$ cat config.mk
export PLATFORM = sky130hd
export DESIGN_NAME = spi_host_master_flat
export DESIGN_NICKNAME = d
export VERILOG_FILES = /design/src/rtl/spi_host_master_if.sv /design/src/rtl/spi_host_master.sv /design/src/flat_wrapper.sv
export SDC_FILE = /design/constraint.sdc
export NUM_CORES = 1
export LEC_CHECK = 0
export CAP_MARGIN = 10
export CORE_ASPECT_RATIO = 0.9
export CORE_UTILIZATION = 28
export CTS_BUF_LIST = sky130_fd_sc_hd__clkbuf_16
export DETAILED_ROUTE_END_ITERATION = 8
export DONT_BUFFER_PORTS = 1
export SLEW_MARGIN = 20
export SYNTH_ARGS = -nofsm -noshare
export SYNTH_HDL_FRONTEND = slang
export SYNTH_SLANG_ARGS = --single-unit
$ cat constraint.sdc
create_clock -name clk -period 3.3 [get_ports clk]
set_input_delay 0.66 -clock clk [delete_from_list [all_inputs] [get_ports clk]]
set_output_delay 0.66 -clock clk [all_outputs]
set_load 0.01 [all_outputs]
$ cat src/rtl/spi_host_master_if.sv
// Purpose : byte-stream and SPI pin bundle for spi_host_master.
// Ports   : tx_* request stream in; rx_* received byte out; busy status;
//           spi_ss/spi_sclk/spi_mosi driven to the pins; spi_miso sampled from the pins.
interface spi_host_master_if;
  logic       tx_valid;
  logic       tx_ready;
  logic [7:0] tx_data;
  logic       tx_last;
  logic       rx_valid;
  logic [7:0] rx_data;
  logic       busy;
  logic       spi_ss;
  logic       spi_sclk;
  logic       spi_mosi;
  logic       spi_miso;

  // View taken by the SPI master block itself.
  modport master (
    input  tx_valid, tx_data, tx_last, spi_miso,
    output tx_ready, rx_valid, rx_data, busy, spi_ss, spi_sclk, spi_mosi
  );

  // View taken by whatever feeds the stream and sits on the pins.
  modport slave (
    output tx_valid, tx_data, tx_last, spi_miso,
    input  tx_ready, rx_valid, rx_data, busy, spi_ss, spi_sclk, spi_mosi
  );
endinterface

$ cat src/rtl/spi_host_master.sv
// Purpose     : single-lane SPI master, mode 0, MSB first; bytes from a valid/ready stream,
//               chip select held low across a burst until a byte flagged tx_last.
// Latency     : accept to rx_valid = CS_SETUP + 16*CLK_DIV + 1 cycles (next byte of a burst: 16*CLK_DIV + 1).
// Backpressure: tx_ready only in IDLE and in WAIT between burst bytes; WAIT stalls indefinitely with CS low.
// Ports       : clk, reset (sync, active high); bus = spi_host_master_if.master
//               (tx_valid/tx_ready/tx_data/tx_last, rx_valid/rx_data, busy, spi_ss/spi_sclk/spi_mosi/spi_miso).
module spi_host_master #(
  parameter int CLK_DIV  = 4,
  parameter int CS_SETUP = 2,
  parameter int CS_HOLD  = 2,
  parameter int CS_GAP   = 2
) (
  input  logic               clk,
  input  logic               reset,
  spi_host_master_if.master  bus
);

  if (CLK_DIV < 2) begin : g_bad_clk_div
    $error("spi_host_master: CLK_DIV must be >= 2");
  end
  if (CS_SETUP < 1) begin : g_bad_cs_setup
    $error("spi_host_master: CS_SETUP must be >= 1");
  end
  if (CS_HOLD < 1) begin : g_bad_cs_hold
    $error("spi_host_master: CS_HOLD must be >= 1");
  end
  if (CS_GAP < 1) begin : g_bad_cs_gap
    $error("spi_host_master: CS_GAP must be >= 1");
  end

  // Terminal counts for the shared phase counter.
  localparam logic [15:0] DIV_LAST   = 16'(CLK_DIV - 1);
  localparam logic [15:0] SETUP_LAST = 16'(CS_SETUP - 1);
  localparam logic [15:0] HOLD_LAST  = 16'(CS_HOLD - 1);
  localparam logic [15:0] GAP_LAST   = 16'(CS_GAP - 1);

  typedef enum logic [2:0] {
    IDLE,
    SETUP,
    SHIFT,
    WAIT,
    HOLD,
    GAP
  } state_t;

  state_t      state;
  logic [15:0] cnt;       // cycles spent in the current phase / half period
  logic [2:0]  bit_cnt;   // bits completed in the current byte
  logic [7:0]  tx_sh;     // MSB is the bit currently on spi_mosi
  logic [7:0]  rx_sh;
  logic        last_q;

  logic        tx_ready_q;
  logic        rx_valid_q;
  logic [7:0]  rx_data_q;
  logic        busy_q;
  logic        ss_q;
  logic        sclk_q;
  logic        mosi_q;

  logic        accept;
  assign accept = bus.tx_valid && tx_ready_q;

  assign bus.tx_ready = tx_ready_q;
  assign bus.rx_valid = rx_valid_q;
  assign bus.rx_data  = rx_data_q;
  assign bus.busy     = busy_q;
  assign bus.spi_ss   = ss_q;
  assign bus.spi_sclk = sclk_q;
  assign bus.spi_mosi = mosi_q;

  always_ff @(posedge clk) begin
    if (reset) begin
      state      <= IDLE;
      cnt        <= '0;
      bit_cnt    <= '0;
      tx_sh      <= '0;
      rx_sh      <= '0;
      last_q     <= 1'b0;
      tx_ready_q <= 1'b0;   // held low during reset, raised by the first IDLE cycle after it
      rx_valid_q <= 1'b0;
      rx_data_q  <= '0;
      busy_q     <= 1'b0;
      ss_q       <= 1'b1;
      sclk_q     <= 1'b0;
      mosi_q     <= 1'b0;
    end else begin
      rx_valid_q <= 1'b0;
      case (state)
        IDLE: begin
          if (accept) begin
            tx_sh      <= bus.tx_data;
            last_q     <= bus.tx_last;
            mosi_q     <= bus.tx_data[7];
            ss_q       <= 1'b0;
            tx_ready_q <= 1'b0;
            busy_q     <= 1'b1;
            cnt        <= '0;
            state      <= SETUP;
          end else begin
            tx_ready_q <= 1'b1;
          end
        end

        SETUP: begin
          if (cnt == SETUP_LAST) begin
            cnt     <= '0;
            bit_cnt <= '0;
            state   <= SHIFT;
          end else begin
            cnt <= cnt + 16'd1;
          end
        end

        SHIFT: begin
          if (cnt == DIV_LAST) begin
            cnt <= '0;
            if (!sclk_q) begin
              // Rising SCLK: capture MISO as it stands just before the edge.
              sclk_q <= 1'b1;
              rx_sh  <= {rx_sh[6:0], bus.spi_miso};
            end else begin
              sclk_q <= 1'b0;
              if (bit_cnt == 3'd7) begin
                rx_valid_q <= 1'b1;
                rx_data_q  <= rx_sh;
                if (last_q) begin
                  state <= HOLD;
                end else begin
                  tx_ready_q <= 1'b1;
                  state      <= WAIT;
                end
              end else begin
                bit_cnt <= bit_cnt + 3'd1;
                tx_sh   <= {tx_sh[6:0], 1'b0};
                mosi_q  <= tx_sh[6];
              end
            end
          end else begin
            cnt <= cnt + 16'd1;
          end
        end

        WAIT: begin
          // Next burst byte goes straight into its low half; CS stays asserted.
          if (accept) begin
            tx_sh      <= bus.tx_data;
            last_q     <= bus.tx_last;
            mosi_q     <= bus.tx_data[7];
            tx_ready_q <= 1'b0;
            cnt        <= '0;
            bit_cnt    <= '0;
            state      <= SHIFT;
          end
        end

        HOLD: begin
          if (cnt == HOLD_LAST) begin
            cnt    <= '0;
            ss_q   <= 1'b1;
            mosi_q <= 1'b0;
            state  <= GAP;
          end else begin
            cnt <= cnt + 16'd1;
          end
        end

        GAP: begin
          if (cnt == GAP_LAST) begin
            cnt        <= '0;
            tx_ready_q <= 1'b1;
            busy_q     <= 1'b0;
            state      <= IDLE;
          end else begin
            cnt <= cnt + 16'd1;
          end
        end

        default: begin
          state <= IDLE;
        end
      endcase
    end
  end

endmodule

$ cat src/flat_wrapper.sv
// flat-port wrapper written by rule: the top's interface ports become plain ports
module spi_host_master_flat 
#(
  parameter int CLK_DIV  = 4,
  parameter int CS_SETUP = 2,
  parameter int CS_HOLD  = 2,
  parameter int CS_GAP   = 2
)
  (clk, reset, bus_tx_valid, bus_tx_data, bus_tx_last, bus_spi_miso, bus_tx_ready, bus_rx_valid, bus_rx_data, bus_busy, bus_spi_ss, bus_spi_sclk, bus_spi_mosi);
  spi_host_master_if bus_i ();
  input  logic clk;
  input  logic reset;
  input wire logic [$bits(bus_i.tx_valid)-1:0] bus_tx_valid;
  input wire logic [$bits(bus_i.tx_data)-1:0] bus_tx_data;
  input wire logic [$bits(bus_i.tx_last)-1:0] bus_tx_last;
  input wire logic [$bits(bus_i.spi_miso)-1:0] bus_spi_miso;
  output wire logic [$bits(bus_i.tx_ready)-1:0] bus_tx_ready;
  output wire logic [$bits(bus_i.rx_valid)-1:0] bus_rx_valid;
  output wire logic [$bits(bus_i.rx_data)-1:0] bus_rx_data;
  output wire logic [$bits(bus_i.busy)-1:0] bus_busy;
  output wire logic [$bits(bus_i.spi_ss)-1:0] bus_spi_ss;
  output wire logic [$bits(bus_i.spi_sclk)-1:0] bus_spi_sclk;
  output wire logic [$bits(bus_i.spi_mosi)-1:0] bus_spi_mosi;
  assign bus_i.tx_valid = bus_tx_valid;
  assign bus_i.tx_data = bus_tx_data;
  assign bus_i.tx_last = bus_tx_last;
  assign bus_i.spi_miso = bus_spi_miso;
  assign bus_tx_ready = bus_i.tx_ready;
  assign bus_rx_valid = bus_i.rx_valid;
  assign bus_rx_data = bus_i.rx_data;
  assign bus_busy = bus_i.busy;
  assign bus_spi_ss = bus_i.spi_ss;
  assign bus_spi_sclk = bus_i.spi_sclk;
  assign bus_spi_mosi = bus_i.spi_mosi;
  spi_host_master #(.CLK_DIV(CLK_DIV), .CS_SETUP(CS_SETUP), .CS_HOLD(CS_HOLD), .CS_GAP(CS_GAP)) u_core (.clk(clk), .reset(reset), .bus(bus_i));
endmodule
==> results.yml, run 1 <==
drt:
  via_per_inst: 5.04
  wl_um: 5590
  dr.pass1.iters: 4
  vias: 2037
  drc_errors: 0
  first_iter_violations: 143
  drtAntennaViolNets: 0
  wl_per_cell_um: 13.8
synthesis:
  yosysTopAreaCell: "dfxtp_1"
  postSynthCellCount: 290
  synth_compound_area_frac: 0.160
  yosysWarnings: 0
  synthArstFlopShare: 0
  synthTopCellsByCount: "52 x dfxtp_1, 38 x nor2_1, 24 x mux2i_1"
  ys_seq_area_frac: 0.403
  yosys-top-cells-area: "dfxtp_1 40%, mux2i_1 9.3%, nor2_1 5.5%"
  synthMostInstantiatedCell: "dfxtp_1"
  synth_nets: 307
  synth_edf_count: 0
  muxShareOfSynthArea: 0.0929
  synth_top_family_by_area: "simple AND/OR/NAND/NOR gates"
  synthesis.area_mm2: 0.00258
  syn_area_per_cell_um2: 8.91
  synthAdderAreaFrac: 0.0194
  synthSimpleGateAreaFrac: 0.239
  ys.flop_type: "dfxtp_1"
  ys_types: 56
  synth-xor-area-share: 0.0440
  netlist.area_leader.share: 0.403
  ys_seq_elements: 52
setup_path:
  critPathKind: "reg -> reg"
  path_max_fanout: 13
  critPathRequiredTime_ps: 3460
  r2r-start: "u_core.cnt[6]"
  cp-endpoint: "u_core.cnt[10]"
  cp-start-kind: "flop"
  cp.arrival_ps: 2470
  cp-end-kind: "flop"
  rrSetupSlack_ps: 990
  r2r_end: "u_core.cnt[10]"
  crit_start: "u_core.cnt[6]"
  worstRegToRegCells: 5
place:
  hpwlAfterDp_um: 3980
  dp.cells: 396
  place_area_mm2: 0.00268
  io_buffers: 0
  gp_congestion: 0.798
status:
  status: "complete, no violations"
floorplan:
  die_y_um: 93.2
  core.rowCount: 32
  start_util: 0.295
  top_level_ports: 27
  die_area_mm2: 0.00962
  core_mm2: 0.00877
  die_w_um: 103
global_routing:
  grt_max_degree: 38
  antenna_found_initial: 0
  overflow: 0
  grt_pass1_wl_um: 9770
  track_usage: 0.129
  grt_pass1_vias: 1964
hold_path:
  hold_path_depth: 1
  hold_path.class: "in -> reg"
cts:
  cts.reportedPaths.clkPinSlew_ps: 70
  h-tree-depth: 2
  worstSkewPairLatency_ps: 290
  cts_buffers: 5
  cts-root-buf: "clkbuf_16"
  post-cts-setup-buffer-count: 0
  cts_hold_buf: 0
  cts_max_path_buffers: 2
  cts_tree: "yes"
  cts_resized: 0
  numClockSinks: 52
timing:
  post-route-period-util: 0.701
  slew_violations: 0
  fin_hold_ws_ps: 436
  slew-limit-headroom: 0.449
  tns_ps: 0
  fmax_mhz: 432
  worst_pin_slew_ps: 824
  final.setup_skew_ps: 4.69
  finalCriticalPeriod_ps: 2310
  hold_viol_final: 0
  rsz0062_at_grt: "false"
  setup_viol: 0
power_and_ir_drop:
  p_total_mw: 2.13
  leakage_nw: 0.990
  peakVddDrop_mv: 0.351
  p_per_area_mw_per_mm2: 734
finish:
  layout.nets: 301
  nFillCells: 896
  final_area_mm2: 0.00290
  multi_input_area_mm2: 0.00144
  layout-drive-gt1-share: 0.0842
  fin_cells: 404
  area_growth_pct: 12.1
  n_antenna_cell: 0
  seq_area_mm2: 0.00104
job:
  cap_violations: 0
layer usage:
layer | vias up | GRT usage | part of all wire
li1 | 1048 | - | -
met1 | 932 | 0.182 | 0.49
met2 | 54 | 0.198 | 0.45
met3 | 3 | 0.0329 | 0.059
met4 | 0 | 0.0235 | 0.0041
met5 | - | 0 | 0
worst min-delay path by stage:
stage                            endpoint         startpoint
finish              u_core.bus.rx_data[6]              reset
global route        u_core.bus.rx_data[6]              reset
CTS                 u_core.bus.rx_data[6]              reset
detailed placement      u_core.bit_cnt[2]  u_core.bit_cnt[2]
global placement        u_core.bit_cnt[2]  u_core.bit_cnt[2]
floorplan               u_core.bit_cnt[1]  u_core.bit_cnt[1]
report_power, final:
group          switching [mW]  internal (mW)
clock network           0.227          0.511
registers              0.0938          0.693
logic                   0.360          0.242
state kept, by name, indices dropped and copies added, names as in the netlist:
name,count
u_core.bit_cnt,3
u_core.bus.busy,1
u_core.bus.rx_data,8
u_core.bus.rx_valid,1
u_core.bus.spi_mosi,1
u_core.bus.spi_sclk,1
u_core.bus.spi_ss,1
u_core.bus.tx_ready,1
u_core.cnt,16
u_core.last_q,1
u_core.rx_sh,8
u_core.state,3
u_core.tx_sh,7
logic make-up after synthesis:
family | count (synthesis)
XOR/XNOR | 13
AND/OR/NAND/NOR | 115
multiplexers | 24
buffers and inverters | 24
AO/OA/AOI/OAI | 58
flip-flops | 52
adder cells (fa/ha/maj) | 4
layout make-up:
| class | instances | area share |
|---|---|---|
| multi-input combinational | 214 | 0.497 |
| sequential | 52 | 0.359 |
| tap | 119 | 0.0514 |
| clock buffer | 5 | 0.0432 |
| clock inverter | 3 | 0.0311 |
| inverter | 8 | 0.0104 |
| timing repair buffer | 3 | 0.00777 |
placed cells by master (no fill, tap or decap), drive strengths merged, types with 2 or more instances in the layout:
cell type  count
o21ai          6
nor2          38
and3           2
or4            3
and2           5
a211oi         3
a2111oi        2
nor3           7
nor3b          3
ha             4
nand3          8
clkbuf         5
xor2           7
dfxtp         52
bufinv         3
inv            7
nand2b         3
mux2i         24
nand2         21
o21a           2
a31oi          2
a21oi         19
xnor2          6
and4           2
buf            3
nor4           6
a311oi         7
nand4         11
or3            3
metrics by stage:
step / setup slack (ps) / util
2_1_floorplan: 1120 / -
3_3_place_gp: 1080 / 0.306
3_5_place_dp: 1020 / 0.306
4_1_cts: 1000 / 0.331
5_1_grt: 695 / 0.331
6_report: 986 / 0.331
worst max-delay path: stages (launching register included):
cell	delay [ps]
dfxtp_1	350
nor4_2	520
nand4_1	380
a22oi_1	380
a21o_1	450
nor2_1	100
Note: power is estimated with default switching activity, not from simulation.
==> run 2: changes to the inputs <==
==> constraint.sdc (replaced) <==
create_clock -name clk -period 1.9 [get_ports clk]
set_input_delay 0.38 -clock clk [delete_from_list [all_inputs] [get_ports clk]]
set_output_delay 0.38 -clock clk [all_outputs]
set_load 0.01 [all_outputs]
==> run 2 against run 1 <==
Effect of this change:
- the flow now finishes with violations (negative setup slack)
- fmax rose by 16%
- non-clock buffer count increased by 51
- core utilization up 5.9 points
- worst setup slack got worse by 1100 ps
- hold slack worse by 290 ps
- via count up 12%
- combinational power increased to 2.8 times the previous value
- clock power is 23% higher
- cell area rose by 18%
- final cell count increased by 13%
- largest power group is now combinational cells
==> results.yml, run 2 (same netlist as run 1, synthesis figures left out) <==
hold_path:
  hold_path.class: "in -> reg"
  holdPathEnd: "u_core.bus.rx_data[7]"
  hp-start: "reset"
  hold_path_depth: 1
cts:
  cts.reportedPaths.clkPinSlew_ps: 70
  cts_buffers: 5
  cts-root-buf: "clkbuf_16"
  numClockSinks: 52
  cts_max_path_buffers: 2
  worstSkewPairLatency_ps: 290
  h-tree-depth: 2
  cts_tree: "yes"
finish:
  area_growth_pct: 32.0
  layout-drive-gt1-share: 0.298
  largest_register_ffs: 16
  seq_area_mm2: 0.00105
  layout_commonest_cell: "dfxtp_1"
  n_antenna_cell: 0
  top_register: "u_core.cnt"
  layout_common_cells: "47 x dfxtp_1, 46 x buf_4, 36 x nor2_1"
  final_util: 0.389
  multi_input_area_mm2: 0.00158
  layout.nets: 352
  nFillCells: 862
timing:
  slew_violations: 0
  post-route-period-util: 1.05
  hold_viol_final: 0
  setup_viol: 21
  final.setup_skew_ps: 4.23
  final.setup.worst_slack_ps: -89.3
  finalCriticalPeriod_ps: 1990
  worst_pin_slew_ps: 480
  rsz0062_at_grt: "true"
  fmax_mhz: 503
  fin_hold_ws_ps: 148
  slew-limit-headroom: 0.680
global_routing:
  antenna_found_initial: 0
  grt_pass1_wl_um: 10600
  overflow: 0
  track_usage: 0.141
  grt_max_degree: 38
  grt_pass1_vias: 2221
setup_path:
  cp.arrival_ps: 2220
  path_max_fanout: 4
  worstRegToRegCells: 6
  r2r_end: "u_core.bit_cnt[0]"
  cp-start-kind: "flop"
  rrSetupSlack_ps: -90
  cp-end-kind: "flop"
  r2r-start: "u_core.cnt[3]"
  critPathRequiredTime_ps: 2140
  critPathKind: "reg -> reg"
place:
  place_ws_ps: -79.9
  hpwlAfterDp_um: 4320
  io_buffers: 0
  gp_congestion: 0.811
drt:
  dr.pass1.iters: 4
  drtAntennaViolNets: 0
  wl_per_cell_um: 14.2
  wl_um: 6470
  first_iter_violations: 111
  drc_errors: 0
  vias: 2275
  via_per_inst: 5.00
floorplan:
  top_level_ports: 27
  die_w_um: 103
  core.rowCount: 32
  core_mm2: 0.00877
  die_area_mm2: 0.00962
  die_y_um: 93.2
  start_util: 0.295
status:
  status: "finished, violations left"
  failed_checks: "negative setup slack"
power_and_ir_drop:
  p_per_area_mw_per_mm2: 1130
  leakage_nw: 1.27
  peakVddDrop_mv: 0.420
job:
  cap_violations: 0
-- run 2: worst max-delay path by stage --
| stage | cells past startpoint | endpoint | start | slack, ps |
|---|---|---|---|---|
| floorplan | 6 | u_core.cnt[13] | bus_tx_valid | 2 |
| global placement | 5 | u_core.bit_cnt[2] | u_core.cnt[11] | -50 |
| detailed placement | 5 | u_core.bit_cnt[1] | u_core.cnt[11] | -80 |
| CTS | 6 | u_core.bit_cnt[0] | u_core.cnt[14] | -50 |
| global route | 6 | u_core.bit_cnt[0] | u_core.cnt[3] | -180 |
| finish | 6 | u_core.bit_cnt[0] | u_core.cnt[3] | -90 |
-- run 2: report_power, final --
group          switching [mW]  leakage (nW)  internal [mW]
registers              0.0956         0.425           1.20
logic                   0.864         0.781          0.798
clock network           0.416        0.0660          0.491
-- run 2: worst max-delay path, cell delays in order, from the launching register on --
cell	delay [ps]
dfxtp_4	360
nor4_4	300
buf_4	180
nand4_2	110
a2111o_1	440
or4_4	430
a21oi_2	110
-- run 2: per-stage QoR --
stage               cell area, um^2  cells  setup TNS [ps]  total power, mW
floorplan                      2610    290               0             2.23
global placement               2990    431            -251             2.65
detailed placement             2990    431            -515             2.67
CTS                            3230    448            -127             3.69
global route                   3410    455           -4040             4.12
finish                         3410    455            -351             3.87
-- run 2: layout make-up --
type                            instances  area share
Multi-Input combinational cell        214       0.463
Sequential cell                        52       0.308
Inverter                                8     0.00880
Clock inverter                          3     0.00697
Tap cell                              119      0.0436
Timing Repair Buffer                   54       0.133
Clock buffer                            5      0.0367
-- run 2: repair_timing --
item | CTS | global route
resized for setup | 9 | 37
hold buffers | 0 | 0
buffers inserted | 8 | 6
cloned | 1 | 1
pin swaps | 9 | 19
hold endpoints to repair | 0 | 0
setup endpoints to repair | 18 | 46
-- run 2: layer usage --
| metal | wire [um] | vias up | global-route usage |
|---|---|---|---|
| met5 | 0 | - | 0 |
| met4 | 70 | 0 | 0.0434 |
| met3 | 182 | 6 | 0.0314 |
| met2 | 3180 | 30 | 0.234 |
| met1 | 3040 | 1097 | 0.180 |
| li1 | - | 1142 | - |
==> run 3: changes to the inputs <==
--- a/config.mk
+++ b/config.mk
@@ -10,8 +10,7 @@
 export CORE_UTILIZATION = 28
 export CTS_BUF_LIST = sky130_fd_sc_hd__clkbuf_16
 export DETAILED_ROUTE_END_ITERATION = 8
-export DONT_BUFFER_PORTS = 1
-export SLEW_MARGIN = 20
+export SLEW_MARGIN = 0
 export SYNTH_ARGS = -nofsm -noshare
 export SYNTH_HDL_FRONTEND = slang
 export SYNTH_SLANG_ARGS = --single-unit
==> run 3 against run 2 <==
Effect of this change:
- critical path type unchanged
- worst setup slack worse by 7.0 ps
- combinational power is 8% higher
- die area unchanged
- sequential share of layout area fell by 2.8 points
- hold slack improved by 310 ps
- highest routed layer unchanged
- clock skew fell by 0.61 ps
- first-iteration DRC count down 26%
- critical endpoint unchanged
- sequential cell count unchanged
- routed wire length grew 1.0%
- largest power group unchanged
- global-route usage shrank 0.16 points
- non-clock buffer count up 29
- the flow still finishes with violations (negative setup slack)
==> results.yml, run 3 (same netlist as run 1, synthesis figures left out) <==
power_and_ir_drop:
  p_per_area_mw_per_mm2: 1110
  p_int_mw: 2.72
  switching_share: 0.339
  peakVddDrop_mv: 0.541
  p_total_mw: 4.12
  switchingPower_mw: 1.40
  power_frac_comb: 0.434
  leakage_nw: 1.40
  seq_power_share: 0.317
  clockPowerShare: 0.248
floorplan:
  start_util: 0.295
  core_mm2: 0.00877
  die_y_um: 93.2
  die_area_mm2: 0.00962
  core.rowCount: 32
  top_level_ports: 27
  die_w_um: 103
finish:
  area_growth_pct: 44.3
  multi_input_area_mm2: 0.00161
  layout.nets: 381
  final_area_mm2: 0.00373
  seq_area_mm2: 0.00105
  n_antenna_cell: 0
  nFillCells: 846
  largest_register_ffs: 16
  final_util: 0.425
  layout-drive-gt1-share: 0.293
  layout_common_cells: "52 x buf_4, 47 x dfxtp_1, 37 x nor2_1"
  top_register: "u_core.cnt"
  layout_commonest_cell: "buf_4"
setup_path:
  cp-end-kind: "flop"
  critPathRequiredTime_ps: 2130
  cp.depth: 5
  critical-path-top-delay-family: "simple AND/OR/NAND/NOR gates"
  critPathKind: "reg -> reg"
  r2r-start: "u_core.cnt[5]"
  cp-start-kind: "flop"
  cp.arrival_ps: 2220
  cp-endpoint: "u_core.bit_cnt[0]"
  crit_buf_inv: 0
  crit_start: "u_core.cnt[5]"
  path_max_fanout: 5
  r2r_end: "u_core.bit_cnt[0]"
  rrSetupSlack_ps: -100
  worstRegToRegCells: 5
  path_cells: "nor4_4 -> nand4_2 -> a2111o_1 -> or4_4 -> a21oi_2"
  slowest_stage: "a2111o_1"
  max_stage_delay_ps: 470
drt:
  first_iter_violations: 82
  drtAntennaViolNets: 0
  wl_per_cell_um: 13.5
  via_per_inst: 5.00
  drc_errors: 0
  wl_um: 6540
  vias: 2422
  dr.pass1.iters: 4
global_routing:
  grt_pass1_vias: 2247
  grt_max_degree: 18
  grt_pass1_wl_um: 10600
  overflow: 0
  track_usage: 0.139
  antenna_found_initial: 0
cts:
  numClockSinks: 52
  cts.reportedPaths.clkPinSlew_ps: 70
  cts-root-buf: "clkbuf_16"
  cts_max_path_buffers: 2
  cts_buffers: 5
  worstSkewPairLatency_ps: 290
  h-tree-depth: 2
  cts_tree: "yes"
timing:
  final.setup_skew_ps: 3.62
  fmax_mhz: 501
  finalCriticalPeriod_ps: 2000
  rsz0062_at_grt: "true"
  final.setup.worst_slack_ps: -96.3
  hold_viol_final: 0
  worst_pin_slew_ps: 345
  slew-limit-headroom: 0.768
  setup_viol: 3
  post-route-period-util: 1.05
  slew_violations: 0
place:
  gp_congestion: 0.807
  hpwlAfterDp_um: 4540
  place_area_mm2: 0.00334
  io_buffers: 26
job:
  cap_violations: 0
status:
  status: "finished, violations left"
  failed_checks: "negative setup slack"
hold_path:
  hold_path.class: "reg -> reg"
## run 3: repair_timing
| item | CTS | global route |
|---|---|---|
| setup endpoints to repair | 24 | 45 |
| resized for setup | 8 | 38 |
| hold buffers | 0 | 0 |
| cloned | 1 | 0 |
| pin swaps | 7 | 13 |
| setup buffers | 4 | 3 |
## run 3: tightest hold or removal path, delay by kind of cell (launching register included)
family,cells,cell delay [ps]
flip-flops,1,310
AND/OR/NAND/NOR,1,50
multiplexers,1,50
## run 3: power by group through the flow
stage,Combinational (mW),Sequential [mW],Clock (mW)
after global placement,1.50,1.31,0
after global routing,1.93,1.32,1.09
final,1.79,1.31,1.02
after detailed placement,1.51,1.31,0
after CTS,1.56,1.29,1.05
after floorplan,0.921,1.31,0
## run 3: layout make-up
type	count	share of cell area
inverter	8	0.00805
clock buffer	5	0.0335
tap	119	0.0399
multi-input combinational	214	0.431
clock inverter	3	0.0114
sequential	52	0.281
timing repair buffer	83	0.195
## run 3: worst min path at each step
| stage | depth (start not counted) | endpoint | slack [ps] | from |
|---|---|---|---|---|
| 6_report | 2 | u_core.bus.spi_mosi | 460 | u_core.bus.spi_mosi |
| 5_1_grt | 2 | u_core.bus.spi_mosi | 480 | u_core.bus.spi_mosi |
| 4_1_cts | 2 | u_core.bus.spi_mosi | 460 | u_core.bus.spi_mosi |
| 3_5_place_dp | 2 | u_core.bus.spi_mosi | 450 | u_core.bus.spi_mosi |
| 3_3_place_gp | 2 | u_core.bus.spi_mosi | 450 | u_core.bus.spi_mosi |
| 2_1_floorplan | 2 | u_core.bit_cnt[1] | 440 | u_core.bit_cnt[1] |
## run 3: through the flow
step           setup TNS, ps  hold WS (ps)  worst slack, ps  instances
5_1_grt                -1180           484             -143        484
2_1_floorplan              0           440             1.59        290
6_report                -172           456            -96.3        484
3_5_place_dp           -6830           451             -339        468
4_1_cts                 -297           461             -125        481
3_3_place_gp           -5550           447             -339        468
## run 3: layer usage
| layer | share of wire | vias up | track usage | wire [um] |
|---|---|---|---|---|
| li1 | - | 1206 | - | - |
| met1 | 0.49 | 1159 | 0.197 | 3200 |
| met2 | 0.46 | 48 | 0.215 | 3000 |
| met3 | 0.037 | 9 | 0.0239 | 243 |
| met4 | 0.015 | 0 | 0.0399 | 95 |
| met5 | 0 | - | 0 | 0 |
